--- src/rtl/acq_burst_writer_if.sv ---
// Acquisition-side and DDR3-FIFO-side signal bundle for acq_burst_writer.
// The slave modport is the writer itself; the master modport is its environment.
interface acq_burst_writer_if;
    logic         ddr3_wr_en;
    logic [131:0] acq_dat;
    logic         acq_valid;
    logic [22:0]  fill_start_adr;
    logic [23:0]  expected_burst_count;
    logic         fifo_full;
    logic [127:0] fifo_dat;
    logic [22:0]  fifo_adr;
    logic         fifo_wr;
    logic [23:0]  burst_count;
    logic         fill_done;
    logic         overflow;
    logic         count_err;
    logic         writer_idle;

    modport master (
        output ddr3_wr_en, acq_dat, acq_valid, fill_start_adr,
               expected_burst_count, fifo_full,
        input  fifo_dat, fifo_adr, fifo_wr, burst_count, fill_done,
               overflow, count_err, writer_idle
    );

    modport slave (
        input  ddr3_wr_en, acq_dat, acq_valid, fill_start_adr,
               expected_burst_count, fifo_full,
        output fifo_dat, fifo_adr, fifo_wr, burst_count, fill_done,
               overflow, count_err, writer_idle
    );
endinterface

--- src/rtl/acq_burst_writer.sv ---
// Buffers tagged acquisition words in an 8-deep elastic buffer and writes them
// as consecutive DDR3 bursts, tracking fill completion, overflow and count errors.
module acq_burst_writer (
    input  logic              adc_clk,
    input  logic              reset_clk_adc,
    acq_burst_writer_if.slave bus
);
    typedef enum logic [1:0] {
        IDLE  = 2'd0,
        FILL  = 2'd1,
        DRAIN = 2'd2,
        DONE  = 2'd3
    } state_t;

    localparam logic [3:0]  TAG_TRAILER = 4'hF;
    localparam logic [23:0] BC_MAX      = 24'hFFFFFF;

    state_t        r_state;
    state_t        w_state_nxt;
    logic [131:0]  r_mem [0:7];
    logic [2:0]    r_wptr;
    logic [2:0]    r_rptr;
    logic [3:0]    r_count;
    logic          r_trailer_seen;
    logic [22:0]   r_adr;
    logic          r_fifo_wr;
    logic [127:0]  r_fifo_dat;
    logic [22:0]   r_fifo_adr;
    logic [23:0]   r_burst_count;
    logic          r_fill_done;
    logic          r_overflow;
    logic          r_count_err;
    logic          r_writer_idle;

    logic          w_pop;
    logic          w_push;
    logic          w_drop;
    logic          w_pop_trailer;
    logic          w_start;
    logic          w_to_done;
    logic          w_to_drain;
    logic [23:0]   w_bc_inc;

    // Buffer handshake: a full buffer still accepts a word when it pops the same cycle.
    always_comb begin
        w_pop         = ((r_state == FILL) || (r_state == DRAIN)) &&
                        (r_count != 4'd0) && !bus.fifo_full;
        w_drop        = (r_state == FILL) && bus.acq_valid &&
                        (r_trailer_seen || ((r_count == 4'd8) && !w_pop));
        w_push        = (r_state == FILL) && bus.acq_valid && !w_drop;
        w_pop_trailer = w_pop && (r_mem[r_rptr][131:128] == TAG_TRAILER);
        w_bc_inc      = (r_burst_count == BC_MAX) ? BC_MAX : (r_burst_count + 24'd1);
    end

    // Next-state logic and transition strobes.
    always_comb begin
        w_state_nxt = r_state;
        w_start     = 1'b0;
        w_to_done   = 1'b0;
        w_to_drain  = 1'b0;
        case (r_state)
            IDLE: begin
                if (bus.ddr3_wr_en) begin
                    w_state_nxt = FILL;
                    w_start     = 1'b1;
                end else begin
                    w_state_nxt = IDLE;
                end
            end
            FILL: begin
                if (w_pop_trailer) begin
                    w_state_nxt = DONE;
                    w_to_done   = 1'b1;
                end else if (!bus.ddr3_wr_en) begin
                    w_state_nxt = DRAIN;
                    w_to_drain  = 1'b1;
                end else begin
                    w_state_nxt = FILL;
                end
            end
            DRAIN: begin
                if (r_count == 4'd0) begin
                    w_state_nxt = IDLE;
                end else begin
                    w_state_nxt = DRAIN;
                end
            end
            DONE: begin
                if (!bus.ddr3_wr_en) begin
                    w_state_nxt = IDLE;
                end else begin
                    w_state_nxt = DONE;
                end
            end
            default: w_state_nxt = IDLE;
        endcase
    end

    // State register.
    always_ff @(posedge adc_clk) begin
        if (reset_clk_adc) begin
            r_state <= IDLE;
        end else begin
            r_state <= w_state_nxt;
        end
    end

    // Buffer storage; emptiness is carried by r_count, so the array needs no reset.
    always_ff @(posedge adc_clk) begin
        if (w_push) begin
            r_mem[r_wptr] <= bus.acq_dat;
        end
    end

    // Buffer pointers, occupancy and trailer-accepted flag.
    always_ff @(posedge adc_clk) begin
        if (reset_clk_adc) begin
            r_wptr         <= 3'd0;
            r_rptr         <= 3'd0;
            r_count        <= 4'd0;
            r_trailer_seen <= 1'b0;
        end else begin
            if (w_push) begin
                r_wptr <= r_wptr + 3'd1;
            end
            if (w_pop) begin
                r_rptr <= r_rptr + 3'd1;
            end
            case ({w_push, w_pop})
                2'b10:   r_count <= r_count + 4'd1;
                2'b01:   r_count <= r_count - 4'd1;
                default: r_count <= r_count;
            endcase
            if (w_start) begin
                r_trailer_seen <= 1'b0;
            end else if (w_push && (bus.acq_dat[131:128] == TAG_TRAILER)) begin
                r_trailer_seen <= 1'b1;
            end
        end
    end

    // Write port, address/burst counting and sticky status.
    always_ff @(posedge adc_clk) begin
        if (reset_clk_adc) begin
            r_adr         <= 23'd0;
            r_fifo_wr     <= 1'b0;
            r_fifo_dat    <= 128'd0;
            r_fifo_adr    <= 23'd0;
            r_burst_count <= 24'd0;
            r_fill_done   <= 1'b0;
            r_overflow    <= 1'b0;
            r_count_err   <= 1'b0;
            r_writer_idle <= 1'b1;
        end else begin
            r_fifo_wr     <= w_pop;
            r_fill_done   <= w_to_done;
            r_writer_idle <= (w_state_nxt == IDLE);
            if (w_start) begin
                r_adr         <= bus.fill_start_adr;
                r_burst_count <= 24'd0;
                r_overflow    <= 1'b0;
                r_count_err   <= 1'b0;
            end else begin
                if (w_pop) begin
                    r_fifo_dat    <= r_mem[r_rptr][127:0];
                    r_fifo_adr    <= r_adr;
                    r_adr         <= r_adr + 23'd8;
                    r_burst_count <= w_bc_inc;
                end
                if (w_drop) begin
                    r_overflow <= 1'b1;
                end
                if (w_to_drain || (w_to_done && (w_bc_inc != bus.expected_burst_count))) begin
                    r_count_err <= 1'b1;
                end
            end
        end
    end

    assign bus.fifo_wr     = r_fifo_wr;
    assign bus.fifo_dat    = r_fifo_dat;
    assign bus.fifo_adr    = r_fifo_adr;
    assign bus.burst_count = r_burst_count;
    assign bus.fill_done   = r_fill_done;
    assign bus.overflow    = r_overflow;
    assign bus.count_err   = r_count_err;
    assign bus.writer_idle = r_writer_idle;
endmodule

--- src/flat_wrapper.sv ---
// flat-port wrapper written by rule: the top's interface ports become plain ports
module acq_burst_writer_flat 
  (adc_clk, reset_clk_adc, bus_ddr3_wr_en, bus_acq_dat, bus_acq_valid, bus_fill_start_adr, bus_expected_burst_count, bus_fifo_full, bus_fifo_dat, bus_fifo_adr, bus_fifo_wr, bus_burst_count, bus_fill_done, bus_overflow, bus_count_err, bus_writer_idle);
  acq_burst_writer_if bus_i ();
  input  logic adc_clk;
  input  logic reset_clk_adc;
  input wire logic [$bits(bus_i.ddr3_wr_en)-1:0] bus_ddr3_wr_en;
  input wire logic [$bits(bus_i.acq_dat)-1:0] bus_acq_dat;
  input wire logic [$bits(bus_i.acq_valid)-1:0] bus_acq_valid;
  input wire logic [$bits(bus_i.fill_start_adr)-1:0] bus_fill_start_adr;
  input wire logic [$bits(bus_i.expected_burst_count)-1:0] bus_expected_burst_count;
  input wire logic [$bits(bus_i.fifo_full)-1:0] bus_fifo_full;
  output wire logic [$bits(bus_i.fifo_dat)-1:0] bus_fifo_dat;
  output wire logic [$bits(bus_i.fifo_adr)-1:0] bus_fifo_adr;
  output wire logic [$bits(bus_i.fifo_wr)-1:0] bus_fifo_wr;
  output wire logic [$bits(bus_i.burst_count)-1:0] bus_burst_count;
  output wire logic [$bits(bus_i.fill_done)-1:0] bus_fill_done;
  output wire logic [$bits(bus_i.overflow)-1:0] bus_overflow;
  output wire logic [$bits(bus_i.count_err)-1:0] bus_count_err;
  output wire logic [$bits(bus_i.writer_idle)-1:0] bus_writer_idle;
  assign bus_i.ddr3_wr_en = bus_ddr3_wr_en;
  assign bus_i.acq_dat = bus_acq_dat;
  assign bus_i.acq_valid = bus_acq_valid;
  assign bus_i.fill_start_adr = bus_fill_start_adr;
  assign bus_i.expected_burst_count = bus_expected_burst_count;
  assign bus_i.fifo_full = bus_fifo_full;
  assign bus_fifo_dat = bus_i.fifo_dat;
  assign bus_fifo_adr = bus_i.fifo_adr;
  assign bus_fifo_wr = bus_i.fifo_wr;
  assign bus_burst_count = bus_i.burst_count;
  assign bus_fill_done = bus_i.fill_done;
  assign bus_overflow = bus_i.overflow;
  assign bus_count_err = bus_i.count_err;
  assign bus_writer_idle = bus_i.writer_idle;
  acq_burst_writer u_core (.adc_clk(adc_clk), .reset_clk_adc(reset_clk_adc), .bus(bus_i));
endmodule
--- config.mk ---
export PLATFORM = sky130hd
export DESIGN_NAME = acq_burst_writer_flat
export DESIGN_NICKNAME = d
export VERILOG_FILES = /design/src/rtl/acq_burst_writer_if.sv /design/src/rtl/acq_burst_writer.sv /design/src/flat_wrapper.sv
export SDC_FILE = /design/constraint.sdc
export NUM_CORES = 1
export LEC_CHECK = 0
export CORE_ASPECT_RATIO = 1.5
export CORE_MARGIN = 2
export CORE_UTILIZATION = 50
export DETAILED_ROUTE_END_ITERATION = 7
export PLACE_DENSITY = 0.7
export SYNTH_ARGS = -nofsm -noshare
export SYNTH_HDL_FRONTEND = slang
export SYNTH_SLANG_ARGS = --single-unit
--- constraint.sdc ---
create_clock -name adc_clk -period 44.8 [get_ports adc_clk]
set_input_delay 13.44 -clock adc_clk [delete_from_list [all_inputs] [get_ports adc_clk]]
set_output_delay 13.44 -clock adc_clk [all_outputs]
set_load 0.01 [all_outputs]
* Word level (Yosys, flattened, before mapping)
Memory sizes are Yosys's and may differ from the RTL's. A register that Yosys moved wholly into a read port is not among the register bits.
Index checks and enable logic that the tools add are counted.
** Word-level totals
- Input bits :: 184
- Flip-flop bits (word level) :: 216
- Memories kept :: 1
- Bits in writable memories :: 1056
** Operators by class
- Muxes and demuxes :: 21
- Equal/unequal tests :: 10
- Bitwise logic cells :: 1
- Reduce and logical (&&, ||, !) cells :: 23
- Add/subtract/negate cells :: 6
** Memory list
- u_core.r_mem :: words 8, width 132, read ports 1, clocked after memory_dff 1, write ports 1, RTL line acq_burst_writer.sv:20 : logic [131:0] r_mem [0:7];
** Operators with widths (count)
- $mux W23 :: 2
- $add A24 B1 Y24 const B :: 1
- $eq A24 B24 Y1 const B :: 1
- $mux W24 :: 1
- $ne A24 B24 Y1 :: 1
- $add A23 B4 Y23 const B :: 1
- $eq A4 B4 Y1 const B :: 3
- $mux W1 :: 10
- $logic_and A1 B1 Y1 :: 9
- $mux W2 :: 4
- $pmux W2 S4 :: 1
- $pmux W4 S2 :: 1
- $add A3 B1 Y3 const B :: 2
- $eq A2 B2 Y1 const B :: 3
- $mux W3 :: 2
- $add A4 B1 Y4 const B :: 1
- $eq A2 B1 Y1 const B :: 2
- $logic_not A2 Y1 :: 2
- $logic_not A4 Y1 :: 1
- $reduce_bool A2 Y1 :: 2
- $reduce_bool A4 Y1 :: 1
- $sub A4 B1 Y4 const B :: 1
- $logic_not A1 Y1 :: 3
- $logic_or A1 B1 Y1 :: 3
- 3 further kinds :: 3

* Depth between registers and ports, before layout
- Depth after elaboration :: 12
- Gate-level depth with buffers :: 15
- Gate-level depth less buffers :: 13

* Worst setup path before layout
OpenSTA, ideal clock, no wires.
- Path type :: input-to-reg
- Start :: in bus_fifo_full
- End :: mem u_core.r_mem[0][0], enable pin
- Stages on the path :: 6
- Required time :: 44.015 ns
- Slack :: 20.835 ns
- Buffers on the path :: 1
- Arrival time :: 23.180 ns
- Path through :: nand2b_1 > a31oi_1 > and3_1 > clkbuf_1 > nand2b_1 > nor3_1
** On the way
- Word-level cells in the longest chain between the ends :: 10
** Ends and longest elaborated chain
- from (decl) :: RTL line flat_wrapper.sv:12 : input wire logic [$bits(bus_i.fifo_full)-1:0] bus_fifo_full;
- $logic_not A1 Y1 :: RTL line acq_burst_writer.sv:47 : (r_count != 4'd0) && !bus.fifo_full;
- $logic_and A1 B1 Y1 :: RTL line acq_burst_writer.sv:47
- $logic_not A1 Y1 :: RTL line acq_burst_writer.sv:49 : (r_trailer_seen || ((r_count == 4'd8) && !w_pop));
- $logic_and A1 B1 Y1 :: RTL line acq_burst_writer.sv:49
- $logic_or A1 B1 Y1 :: RTL line acq_burst_writer.sv:49
- $logic_and A1 B1 Y1 :: RTL line acq_burst_writer.sv:48 : w_drop = (r_state == FILL) && bus.acq_valid &&
- $logic_not A1 Y1 :: RTL line acq_burst_writer.sv:50 : w_push = (r_state == FILL) && bus.acq_valid && !w_drop;
- $logic_and A1 B1 Y1 :: RTL line acq_burst_writer.sv:50
- $mux W1 :: RTL line acq_burst_writer.sv:110 : if (w_push) begin
- $mux W1 (implied by the code) :: RTL line acq_burst_writer.sv:111 : r_mem[r_wptr] <= bus.acq_dat;
- to (decl) :: RTL line acq_burst_writer.sv:20
Every way passes these cells.

* Worst setup path in the final report
- Start :: in bus_fifo_full
- End :: mem u_core.r_mem[4][92], enable pin
The elaborated chain is that of the path after synthesis.

==> impl_metrics.ini <==
[worst_hold_path]
holdPathEnd = u_core.bus.fifo_adr[1]
hold_depth = 2
hold_start = u_core.r_adr[1]
min_path_type = register to register

[synthesis]
postSynthNetCount = 2785
yosysWarnings = 0
synth_cell_type_count = 71
synth_top_cells_by_count = 1056 x edfxtp_1, 257 x mux4_2, 219 x dfxtp_1
avgSynthCellArea_um2 = 18.7
synthTopCellsByArea = edfxtp_1 65%, mux4_2 12%, dfxtp_1 9.1%
syn_inst = 2589
synth_ff_type = edfxtp_1
yosysSeqAreaShare_pct = 74.5
synth_top_cell_by_area = edfxtp_1
async_flop_share_pct = 0
synth_area_um2 = 48400
synthMostInstantiatedCell = edfxtp_1
synth-edff-count = 1056
synth_top_area_share_pct = 65.5
synth_seq_cells = 1275

[timing]
fin_ws_ns = 27.44
setup_viol = 0
finalSetupTns_ns = 0
fmax_ghz = 0.0576
period_share_pct = 38.7
skew_ns = 0.0494
period_minus_slack_ns = 17.36
tightest_slew_ns = 1.16
finalMaxSlewViolations = 0
final_hold_viol_count = 0
grt_setup_unrepaired = false
slew_headroom_pct = 22.3

[power_and_ir_drop]
combPwrFrac_pct = 3.1
ir_drop_v = 0.0000311
powerDensity_nw_per_um2 = 41.1
p_sw_share_pct = 19.9
clkPwrFrac_pct = 41.7
p_seq_share_pct = 55.2
power.switching_mw = 0.469
p_leak_nw = 17.2
intPower_mw = 1.88

[placement]
pre_cts_slack_ns = 26.66
gp_congestion = 0.920
dpl.hpwl_um = 64000
portBuffers = 363

[clocking]
postCtsSetupRepairBufs = 0
cts_inserted_buffers = 114
worstSkewPairLatency_ns = 0.73
htree_levels = 3
cts.sinks = 1275
clk_pin_slew_ns = 0.06
postCtsHoldBufs = 0
clk_path_buf_depth = 3
cts-resized-gates = 0
cts-root-buf = clkbuf_16
cts_tree = yes

[setup_path]
critPathCaptureType = register
crit_arrival_ns = 17.69
rr_endpoint = u_core.r_mem[4][92]
rr_worst_depth = 9
cp_cell_sequence = clkdlybuf4s50_1 > nand2b_1 > a31oi_1 > and3_1 > nand2b_1 > nor2_4 > buf_4 > buf_4
start_kind = primary input
r2r_start = u_core.r_state[0]
crit_start = bus_fifo_full
slowest_stage = nor2_4
cp_max_fo = 59
path_class = primary input to register
worstPathRequired_ns = 45.13
critPathMaxStageDelay_ns = 0.98
r2r_slack_ns = 39.88

[routing]
drt_iter0_markers = 2091
viasPerCell = 5.81
drt-total-wl_um = 109000
num_vias = 25200
dr.pass1.iters = 5
wl_per_cell_um = 25.2
postRouteAntennaNets = 0
drc = 0

[floorplanning]
fp.dieH_um = 385
start_util_pct = 50.5
num_rows = 139
core-area_um2 = 95800
die_w_um = 258
die_area_um2 = 99400
ios = 364

[global_route]
grt_max_degree = 205
grt_pass1_wl_um = 164000
first_global_vias = 26200
antenna_found_initial = 17
track_usage_pct = 22.1
gr-total-overflow = 0

[finish]
utilization_pct = 59.7
drive_gt1_share_pct = 16.4
area_delta_synth_final_pct = 18.1
fin_nets = 3145

[job]
drv_cap = 0

[run_status]
status = finished clean
[power groups by stage]
stage | clock, mW | combinational, mW | sequential, mW
6_report | 0.981 | 0.0729 | 1.30
5_1_grt | 1.04 | 0.0792 | 1.30
4_1_cts | 1.00 | 0.0738 | 1.30
3_5_place_dp | 0 | 0.0734 | 1.32
3_3_place_gp | 0 | 0.0709 | 1.32
2_1_floorplan | 0 | 0.0301 | 1.32
[sequential cells by signal (all words and copies together), names as in the netlist, named ones only]
register,cells
u_core.bus.fill_done,1
u_core.r_mem,1056
u_core.bus.fifo_wr,1
u_core.bus.fifo_adr,23
u_core.bus.count_err,1
u_core.bus.fifo_dat,128
u_core.bus.burst_count,24
u_core.r_adr,23
u_core.bus.overflow,1
u_core.r_rptr,3
u_core.bus.writer_idle,1
u_core.r_wptr,3
u_core.r_trailer_seen,1
u_core.r_count,4
u_core.r_state,2
[layer usage]
layer / track usage (%) / up-vias / routed length, um
li1: - / 11200 / -
met1: 28.5 / 13000 / 43600
met2: 37.8 / 823 / 56000
met3: 4.18 / 157 / 6770
met4: 7.55 / 14 / 2740
met5: 0 / - / 97
[logic make-up (layout without fill, tap and decap cells)]
group	Yosys count	in the layout	share of synthesized area, %
flops	1275	1275	74.5
fa+ha+maj	12	12	0.310
other cells	0	8	0
compound gates	281	281	4.11
xor+xnor	42	42	0.760
simple gates	416	416	4.05
buf+inv	170	632	1.47
mux	393	393	14.8
[stage by stage]
stage          instance area [um^2]  power [mW]  hold slack, ns  instances
6_report                      57200        2.35           0.451       4328
5_1_grt                       57200        2.42           0.471       4325
4_1_cts                       57200        2.37           0.456       4320
3_5_place_dp                  53400        1.40           0.448       4102
3_3_place_gp                  53400        1.39           0.437       4102
2_1_floorplan                 48400        1.35           0.432       2589
[placed cells by master (no fill, tap or decap), types with 17 or more instances in the layout]
cell type / count
dfxtp_1: 216
nor2_1: 192
xor2_1: 27
a211oi_1: 155
clkdlybuf4s50_1: 362
mux4_2: 257
buf_4: 37
clkbuf_16: 118
clkbuf_1: 28
clkinv_2: 23
a21oi_1: 56
mux2i_1: 134
clkinv_1: 17
edfxtp_1: 1056
nand3_1: 22
nand2_1: 92
[worst max path at each step]
stage,to,slack [ns],cells after the start
finish,u_core.r_mem[4][92],27.44,8
floorplan,u_core.r_mem[0][0],20.83,6
detailed placement,u_core.r_mem[4][89],26.66,8
CTS,u_core.r_mem[4][92],27.41,8
global placement,u_core.r_mem[4][87],26.73,8
global route,u_core.r_mem[4][92],27.20,8
[worst max-delay path: cells and delay by family]
kind / cells / cell delay (ns)
simple gates: 4 / 1.86
buf+inv: 3 / 2.07
compound gates: 1 / 0.22
[cell type report]
cell class / instances / area (um^2)
fill: 6897 / 38600
sequential: 1275 / 36100
multi-input combinational: 1144 / 11700
timing repair buffer: 402 / 3950
clock buffer: 155 / 3180
tap: 1269 / 1590
clock inverter: 63 / 611
inverter: 12 / 45.0
antenna: 8 / 20.0
Note: power is estimated with default switching activity, not from simulation.
